$ cat src/rtl/morse_pkg.sv
// Shared types, timing constants and the ASCII-to-Morse lookup for the keyer.
// Codes are left-aligned in a 5-bit field: element 0 sits in bits[4], 1 = dash.
package morse_pkg;

  typedef enum logic [2:0] {
    ST_IDLE     = 3'd0,
    ST_MARK     = 3'd1,
    ST_GAP_ELEM = 3'd2,
    ST_GAP_CHAR = 3'd3,
    ST_GAP_WORD = 3'd4
  } morse_state_e;

  localparam int DOT_UNITS        = 1;
  localparam int DASH_UNITS       = 3;
  localparam int ELEM_GAP_UNITS   = 1;
  localparam int CHAR_GAP_UNITS   = 3;
  localparam int WORD_EXTRA_UNITS = 4;

  typedef struct packed {
    logic [2:0] len;
    logic [4:0] bits;
  } morse_code_t;

  typedef struct packed {
    logic        valid;
    morse_code_t code;
  } morse_lookup_t;

  // Space returns valid with len 0; unsupported characters return valid 0.
  function automatic morse_lookup_t morse_lookup(input logic [7:0] ch);
    morse_lookup_t res;
    logic [7:0]    up;
    res = '0;
    res.valid = 1'b1;
    if ((ch >= 8'h61) && (ch <= 8'h7A)) begin
      up = ch - 8'h20;
    end else begin
      up = ch;
    end
    case (up)
      8'h20: res.code = {3'd0, 5'b00000};
      8'h41: res.code = {3'd2, 5'b01000}; // A .-
      8'h42: res.code = {3'd4, 5'b10000}; // B -...
      8'h43: res.code = {3'd4, 5'b10100}; // C -.-.
      8'h44: res.code = {3'd3, 5'b10000}; // D -..
      8'h45: res.code = {3'd1, 5'b00000}; // E .
      8'h46: res.code = {3'd4, 5'b00100}; // F ..-.
      8'h47: res.code = {3'd3, 5'b11000}; // G --.
      8'h48: res.code = {3'd4, 5'b00000}; // H ....
      8'h49: res.code = {3'd2, 5'b00000}; // I ..
      8'h4A: res.code = {3'd4, 5'b01110}; // J .---
      8'h4B: res.code = {3'd3, 5'b10100}; // K -.-
      8'h4C: res.code = {3'd4, 5'b01000}; // L .-..
      8'h4D: res.code = {3'd2, 5'b11000}; // M --
      8'h4E: res.code = {3'd2, 5'b10000}; // N -.
      8'h4F: res.code = {3'd3, 5'b11100}; // O ---
      8'h50: res.code = {3'd4, 5'b01100}; // P .--.
      8'h51: res.code = {3'd4, 5'b11010}; // Q --.-
      8'h52: res.code = {3'd3, 5'b01000}; // R .-.
      8'h53: res.code = {3'd3, 5'b00000}; // S ...
      8'h54: res.code = {3'd1, 5'b10000}; // T -
      8'h55: res.code = {3'd3, 5'b00100}; // U ..-
      8'h56: res.code = {3'd4, 5'b00010}; // V ...-
      8'h57: res.code = {3'd3, 5'b01100}; // W .--
      8'h58: res.code = {3'd4, 5'b10010}; // X -..-
      8'h59: res.code = {3'd4, 5'b10110}; // Y -.--
      8'h5A: res.code = {3'd4, 5'b11000}; // Z --..
      8'h30: res.code = {3'd5, 5'b11111}; // 0
      8'h31: res.code = {3'd5, 5'b01111}; // 1
      8'h32: res.code = {3'd5, 5'b00111}; // 2
      8'h33: res.code = {3'd5, 5'b00011}; // 3
      8'h34: res.code = {3'd5, 5'b00001}; // 4
      8'h35: res.code = {3'd5, 5'b00000}; // 5
      8'h36: res.code = {3'd5, 5'b10000}; // 6
      8'h37: res.code = {3'd5, 5'b11000}; // 7
      8'h38: res.code = {3'd5, 5'b11100}; // 8
      8'h39: res.code = {3'd5, 5'b11110}; // 9
      default: res.valid = 1'b0;
    endcase
    return res;
  endfunction

endpackage

$ cat src/rtl/morse_unit_timer.sv
// Segment timer: counts TICK_RATE clocks per unit and flags the last clock of
// a segment of 'units' units. A restart zeroes both counters so every
// segment is measured from its own entry edge.
module morse_unit_timer #(
  parameter int TICK_RATE = 2500000,
  parameter int UNIT_W    = 3
) (
  input  logic              CLK,
  input  logic              RESET_N,
  input  logic              restart,
  input  logic [UNIT_W-1:0] units,
  output logic              done
);

  localparam int TICK_W = (TICK_RATE > 1) ? $clog2(TICK_RATE) : 1;
  localparam logic [TICK_W-1:0] TICK_LAST = TICK_W'(TICK_RATE - 1);

  logic [TICK_W-1:0] tick_q, tick_d;
  logic [UNIT_W-1:0] unit_q, unit_d;
  logic              tick_wrap_s;

  assign tick_wrap_s = (tick_q == TICK_LAST);
  assign done        = tick_wrap_s && (unit_q == (units - UNIT_W'(1)));

  // Advance the tick counter, wrapping at TICK_RATE-1 into the unit counter.
  always_comb begin
    tick_d = tick_q;
    unit_d = unit_q;
    if (restart) begin
      tick_d = '0;
      unit_d = '0;
    end else if (tick_wrap_s) begin
      tick_d = '0;
      unit_d = unit_q + UNIT_W'(1);
    end else begin
      tick_d = tick_q + TICK_W'(1);
      unit_d = unit_q;
    end
  end

  // Counter registers.
  always_ff @(posedge CLK or negedge RESET_N) begin
    if (!RESET_N) begin
      tick_q <= '0;
      unit_q <= '0;
    end else begin
      tick_q <= tick_d;
      unit_q <= unit_d;
    end
  end

endmodule

$ cat src/rtl/morse_keyer.sv
// Character-level Morse keyer: accepts ASCII over valid/ready and keys LED
// with ITU timing. Optional MORSE_FARNSWORTH_EN stretches the character and
// word gaps by GAP_STRETCH; otherwise GAP_STRETCH is ignored.
module morse_keyer
  import morse_pkg::*;
#(
  parameter int TICK_RATE   = 2500000,
  parameter int GAP_STRETCH = 1
) (
  input  logic       CLK,
  input  logic       RESET_N,
  input  logic [7:0] char_in,
  input  logic       char_valid,
  output logic       char_ready,
  output logic       LED,
  output logic       START,
  output logic       busy,
  output logic       err
);

  localparam int UNIT_W = $clog2(7 * GAP_STRETCH + 1);
`ifdef MORSE_FARNSWORTH_EN
  localparam int CHAR_GAP_EFF = CHAR_GAP_UNITS * GAP_STRETCH;
  localparam int WORD_GAP_EFF = WORD_EXTRA_UNITS * GAP_STRETCH;
`else
  localparam int CHAR_GAP_EFF = CHAR_GAP_UNITS;
  localparam int WORD_GAP_EFF = WORD_EXTRA_UNITS;
`endif

  morse_state_e  state_q, state_d;
  morse_code_t   code_q, code_d;
  logic [2:0]    elem_q, elem_d;
  logic          led_q, led_d, start_q, start_d, err_q, err_d;
  logic          busy_q, busy_d, ready_q, ready_d;
  morse_lookup_t lut_s;
  logic          accept_s, restart_s, done_s, dash_s;
  logic [4:0]    shifted_s;
  logic [UNIT_W-1:0] units_s;

  assign lut_s     = morse_lookup(char_in);
  assign accept_s  = (state_q == ST_IDLE) && ready_q && char_valid;
  assign shifted_s = code_q.bits << elem_q;
  assign dash_s    = shifted_s[4];
  assign restart_s = (state_d != state_q);

  // Segment length in units for the state currently being timed.
  always_comb begin
    units_s = UNIT_W'(DOT_UNITS);
    case (state_q)
      ST_MARK:     units_s = dash_s ? UNIT_W'(DASH_UNITS) : UNIT_W'(DOT_UNITS);
      ST_GAP_ELEM: units_s = UNIT_W'(ELEM_GAP_UNITS);
      ST_GAP_CHAR: units_s = UNIT_W'(CHAR_GAP_EFF);
      ST_GAP_WORD: units_s = UNIT_W'(WORD_GAP_EFF);
      default:     units_s = UNIT_W'(DOT_UNITS);
    endcase
  end

  morse_unit_timer #(
    .TICK_RATE (TICK_RATE),
    .UNIT_W    (UNIT_W)
  ) u_timer (
    .CLK     (CLK),
    .RESET_N (RESET_N),
    .restart (restart_s),
    .units   (units_s),
    .done    (done_s)
  );

  // Next-state logic: sequence through elements and gaps of the held code.
  always_comb begin
    state_d = state_q;
    code_d  = code_q;
    elem_d  = elem_q;
    case (state_q)
      ST_IDLE: begin
        if (accept_s && lut_s.valid) begin
          code_d  = lut_s.code;
          elem_d  = 3'd0;
          state_d = (lut_s.code.len == 3'd0) ? ST_GAP_WORD : ST_MARK;
        end else begin
          state_d = ST_IDLE;
        end
      end
      ST_MARK: begin
        if (done_s) begin
          if ((elem_q + 3'd1) < code_q.len) begin
            state_d = ST_GAP_ELEM;
            elem_d  = elem_q + 3'd1;
          end else begin
            state_d = ST_GAP_CHAR;
          end
        end else begin
          state_d = ST_MARK;
        end
      end
      ST_GAP_ELEM: begin
        if (done_s) begin
          state_d = ST_MARK;
        end else begin
          state_d = ST_GAP_ELEM;
        end
      end
      ST_GAP_CHAR, ST_GAP_WORD: begin
        if (done_s) begin
          state_d = ST_IDLE;
        end else begin
          state_d = state_q;
        end
      end
      default: state_d = ST_IDLE;
    endcase
  end

  // Output decode from the upcoming state so every output is registered.
  always_comb begin
    led_d   = (state_d == ST_MARK);
    start_d = (state_q == ST_IDLE) && (state_d == ST_MARK);
    err_d   = accept_s && !lut_s.valid;
    busy_d  = (state_d != ST_IDLE);
    ready_d = (state_d == ST_IDLE);
  end

  // State, code holding and output registers.
  always_ff @(posedge CLK or negedge RESET_N) begin
    if (!RESET_N) begin
      state_q <= ST_IDLE;
      code_q  <= '0;
      elem_q  <= 3'd0;
      led_q   <= 1'b0;
      start_q <= 1'b0;
      err_q   <= 1'b0;
      busy_q  <= 1'b0;
      ready_q <= 1'b0;
    end else begin
      state_q <= state_d;
      code_q  <= code_d;
      elem_q  <= elem_d;
      led_q   <= led_d;
      start_q <= start_d;
      err_q   <= err_d;
      busy_q  <= busy_d;
      ready_q <= ready_d;
    end
  end

  assign LED        = led_q;
  assign START      = start_q;
  assign err        = err_q;
  assign busy       = busy_q;
  assign char_ready = ready_q;

endmodule
$ cat config.mk
export PLATFORM = sky130hd
export DESIGN_NAME = morse_keyer
export DESIGN_NICKNAME = d
export VERILOG_FILES = /design/src/rtl/morse_pkg.sv /design/src/rtl/morse_unit_timer.sv /design/src/rtl/morse_keyer.sv
export SDC_FILE = /design/constraint.sdc
export NUM_CORES = 1
export LEC_CHECK = 0
export CAP_MARGIN = 30
export CORE_AREA = 4 4 83 85
export CTS_CLUSTER_DIAMETER = 50
export DETAILED_ROUTE_END_ITERATION = 8
export DIE_AREA = 0 0 87 89
export PLACE_DENSITY = 0.72
export SYNTH_ARGS = -nofsm -noshare
export SYNTH_HDL_FRONTEND = slang
export SYNTH_HIERARCHICAL = 1
export SYNTH_SLANG_ARGS = --single-unit
$ cat constraint.sdc
create_clock -name CLK -period 4.7 [get_ports CLK]
set_input_delay 0.705 -clock CLK [delete_from_list [all_inputs] [get_ports CLK]]
set_output_delay 0.705 -clock CLK [all_outputs]
set_load 0.03 [all_outputs]
==> flow_summary.json <==
{
  "worst_r2r_path_depth": 15,
  "n_antenna_cell": 0,
  "hold_viol": 0,
  "async_flop_share_pct": 100,
  "drive_above_1_share_pct": 9.70,
  "hold_buffers": 0,
  "grt_max_degree": 37,
  "regArea_um2": 1100,
  "cts_tree": "done",
  "design.die.area_um2": 7740,
  "cp_max_fo": 22,
  "post_cts_resized": 0,
  "ant_nets": 0,
  "maxSlewViolCount": 0,
  "initial_core_util_pct": 53.0,
  "power.leakage_uw": 0.00146,
  "ioPinCount": 16,
  "p_int_uw": 587,
  "finalCritPeriodShare_pct": 74.2,
  "dp_cells": 471,
  "cp_num_buf_inv": 3,
  "pwr-share-comb_pct": 12.0,
  "grt_pass1_wl_mm": 12.5,
  "critical-path-max-stage-delay_ns": 0.57,
  "path_cells": "clkdlybuf4s50_1 > inv_1 > ha_1 > or4b_4 > or2_1 > o221ai_2 > a22oi_2 > o21ai_0 > o21bai_1 > buf_4 > nor2_1",
  "die_h_um": 89,
  "cp.required_ns": 4.87,
  "postCtsSetupBuffers": 0,
  "fill_cells": 577,
  "cts_max_level": 2,
  "final_cell_count_no_fill": 479,
  "yosysTopAreaCellShare_pct": 33.5,
  "yosys-top-cells-area": "dfrtp_1 (33%), o21ai_0 (4.4%), a21oi_1 (4.3%), nand2_1 (3.1%), nor2_1 (3.1%)",
  "grt_use_total_pct": 19.7,
  "chipWidth_um": 87,
  "maxCapViolCount": 0,
  "overflow": 0,
  "synth-seq-area-share_pct": 33.5,
  "cts_made_buffers": 5,
  "rrSetupSlack_ns": 1.31,
  "pwr-share-seq_pct": 48.9,
  "num_rows": 29,
  "grt_setup_unrepaired": "false",
  "root_buffer": "clkbuf_8",
  "final_common_cell": "dfrtp_1",
  "fmax_ghz": 0.287,
  "fin_util_pct": 58.7,
  "synth_area_um2": 3290,
  "dr.pass1.iters": 5,
  "clk_pin_slew_ns": 0.08,
  "skew_ns": 0.0145,
  "holdWs_ns": 0.257,
  "outcome": "finished clean",
  "gp_congestion": 0.977,
  "max_slew_margin_pct": 44.0,
  "worst_setup_path_end_kind": "flop",
  "synth_cells": 391,
  "min_period_ns": 3.49,
  "area_delta_synth_final_pct": 10.7,
  "synth_cell_types": 69,
  "route.detailed.drc": 0,
  "drt_iter0_drc": 196,
  "slowest_stage": "clkdlybuf4s50_1",
  "finalWirelength_mm": 7.40,
  "power.density_nw_per_um2": 213,
  "crit_path_start_kind": "input port",
  "wl_per_cell_um": 15.4,
  "num-nets-final": 420,
  "ir_drop_uv": 134,
  "setup.worst_path.start": "char_in[6]",
  "worstSetupPathType": "input port to flop",
  "ys.flop_type": "dfrtp_1",
  "clock_path_buffers": 2,
  "setup-tns-final_ns": 0,
  "r2r-end": "u_timer/tick_q[8]$_DFF_PN0_",
  "netSwitchingFraction_pct": 24.2,
  "insertion_delay_ns": 0.29,
  "synth_edf_count": 0,
  "hp-class": "input port to asynchronous set/reset pin",
  "synth-seq-cells": 44,
  "ys_warn_count": 6,
  "antenna_found_initial": 0,
  "cp.arrival_ns": 3.66,
  "p_clk_share_pct": 39.1,
  "core_um2": 6200,
  "vias": 3008,
  "cts_sinks": 44,
  "worst_pin_slew_ns": 0.829,
  "synth_area_leader_cell": "dfrtp_1",
  "syn-num-nets": 410,
  "via_per_inst": 6.28,
  "p_switching_uw": 187,
  "dpl.hpwl_mm": 5.42,
  "setup_viol": 0,
  "synth_area_per_cell_um2": 8.41,
  "grt_pass1_vias": 2729,
  "multiInputGateArea_um2": 2020,
  "placement.io_buffers": 15,
  "layout_common_cells": "dfrtp_1 (44), o21ai_0 (29), a21oi_1 (28), nand2_1 (27), nor2_1 (27)",
  "critPathTopFamily": "buffers and inverters",
  "reg2reg_from": "elem_q[0]$_DFFE_PN0P_"
}
[sequential cells by signal (all words and copies together) (netlist names)]
signal / cells
u_timer/tick_q: 22
LED: 1
err: 1
code_q: 8
state_q: 3
elem_q: 3
START: 1
busy: 1
u_timer/unit_q: 3
char_ready: 1
[cells in the mapped netlist, drive strengths merged, types with 4 or more instances]
library cell and number:
xnor2 10, a21oi 28, nor3b 6, o211ai 4, nand4 9, o31ai 4, o32ai 4, nand3 17
a22oi 5, o21ai 29, inv 17, nand2 27, or2 6, nor2 27, nor3 8, or3 10
a21o 4, o21bai 4, a211o 4, o22ai 4, and3 4, xor2 9, a31oi 5, nand2b 10
buf 8, clkbuf 14, ha 8, dfrtp 44, nor2b 7, nor4 4, and2 5
[stage by stage]
step	cell area, µm²	total power (µW)	setup WS, ns
3_3_place_gp	3500	475	1.02
4_1_cts	3640	781	1.24
2_1_floorplan	3290	440	1.46
6_report	3640	774	1.21
3_5_place_dp	3520	477	0.918
5_1_grt	3640	802	0.970
[power groups by stage]
| stage | Combinational, µW | Sequential, µW | Clock (µW) |
|---|---|---|---|
| floorplan | 54.4 | 386 | 0 |
| global placement | 89.1 | 386 | 0 |
| detailed placement | 91.3 | 386 | 0 |
| CTS | 91.8 | 378 | 311 |
| global route | 102 | 378 | 321 |
| finish | 93.1 | 378 | 302 |
[logic make-up (layout without fill, tap and decap cells)]
logic type,count (synthesis),in the layout,share of synthesized area (%)
AO/OA/AOI/OAI,122,122,25.1
XOR/XNOR,19,19,5.06
adder cells (fa/ha/maj),8,8,3.04
buffers and inverters,39,50,4.98
flip-flops,44,44,33.5
multiplexers,4,4,1.71
AND/OR/NAND/NOR,155,155,26.6
[per-layer routing]
| metal | wire, µm | track usage (%) |
|---|---|---|
| met1 | 3410 | 27.7 |
| met2 | 3390 | 32.0 |
| met3 | 441 | 2.76 |
| met4 | 166 | 5.52 |
| met5 | 0 | 0 |
[worst reg2reg max path, delay by kind of cell (launching register included)]
family                     cells  cell delay (ns)
xor gates and xnor gates       2             0.31
muxes                          1             0.52
and+or+nand+nor                3             0.32
AOI/OAI and AO/OA              5             0.97
buffers and inverters          3             0.55
DFF                            1             0.46
adders and majority gates      1             0.15
[worst max path at each step]
stage	endpoint	slack (ns)	cells after the start
2_1_floorplan	u_timer/tick_q[10]$_DFF_PN0_	1.46	15
3_3_place_gp	u_timer/tick_q[3]$_DFF_PN0_	1.02	11
3_5_place_dp	u_timer/tick_q[8]$_DFF_PN0_	0.92	11
4_1_cts	u_timer/tick_q[8]$_DFF_PN0_	1.24	11
5_1_grt	u_timer/tick_q[5]$_DFF_PN0_	0.97	15
6_report	u_timer/tick_q[8]$_DFF_PN0_	1.21	11
[cell type report]
class                           count  share of cell area (%)
Clock buffer                        6                    2.27
Multi-Input combinational cell    308                    55.6
Timing Repair Buffer               25                    6.39
Clock inverter                      2                    1.07
Tap cell                           77                    2.65
Sequential cell                    44                    30.3
Inverter                           17                    1.75
Power figures use the tool's default switching activity.
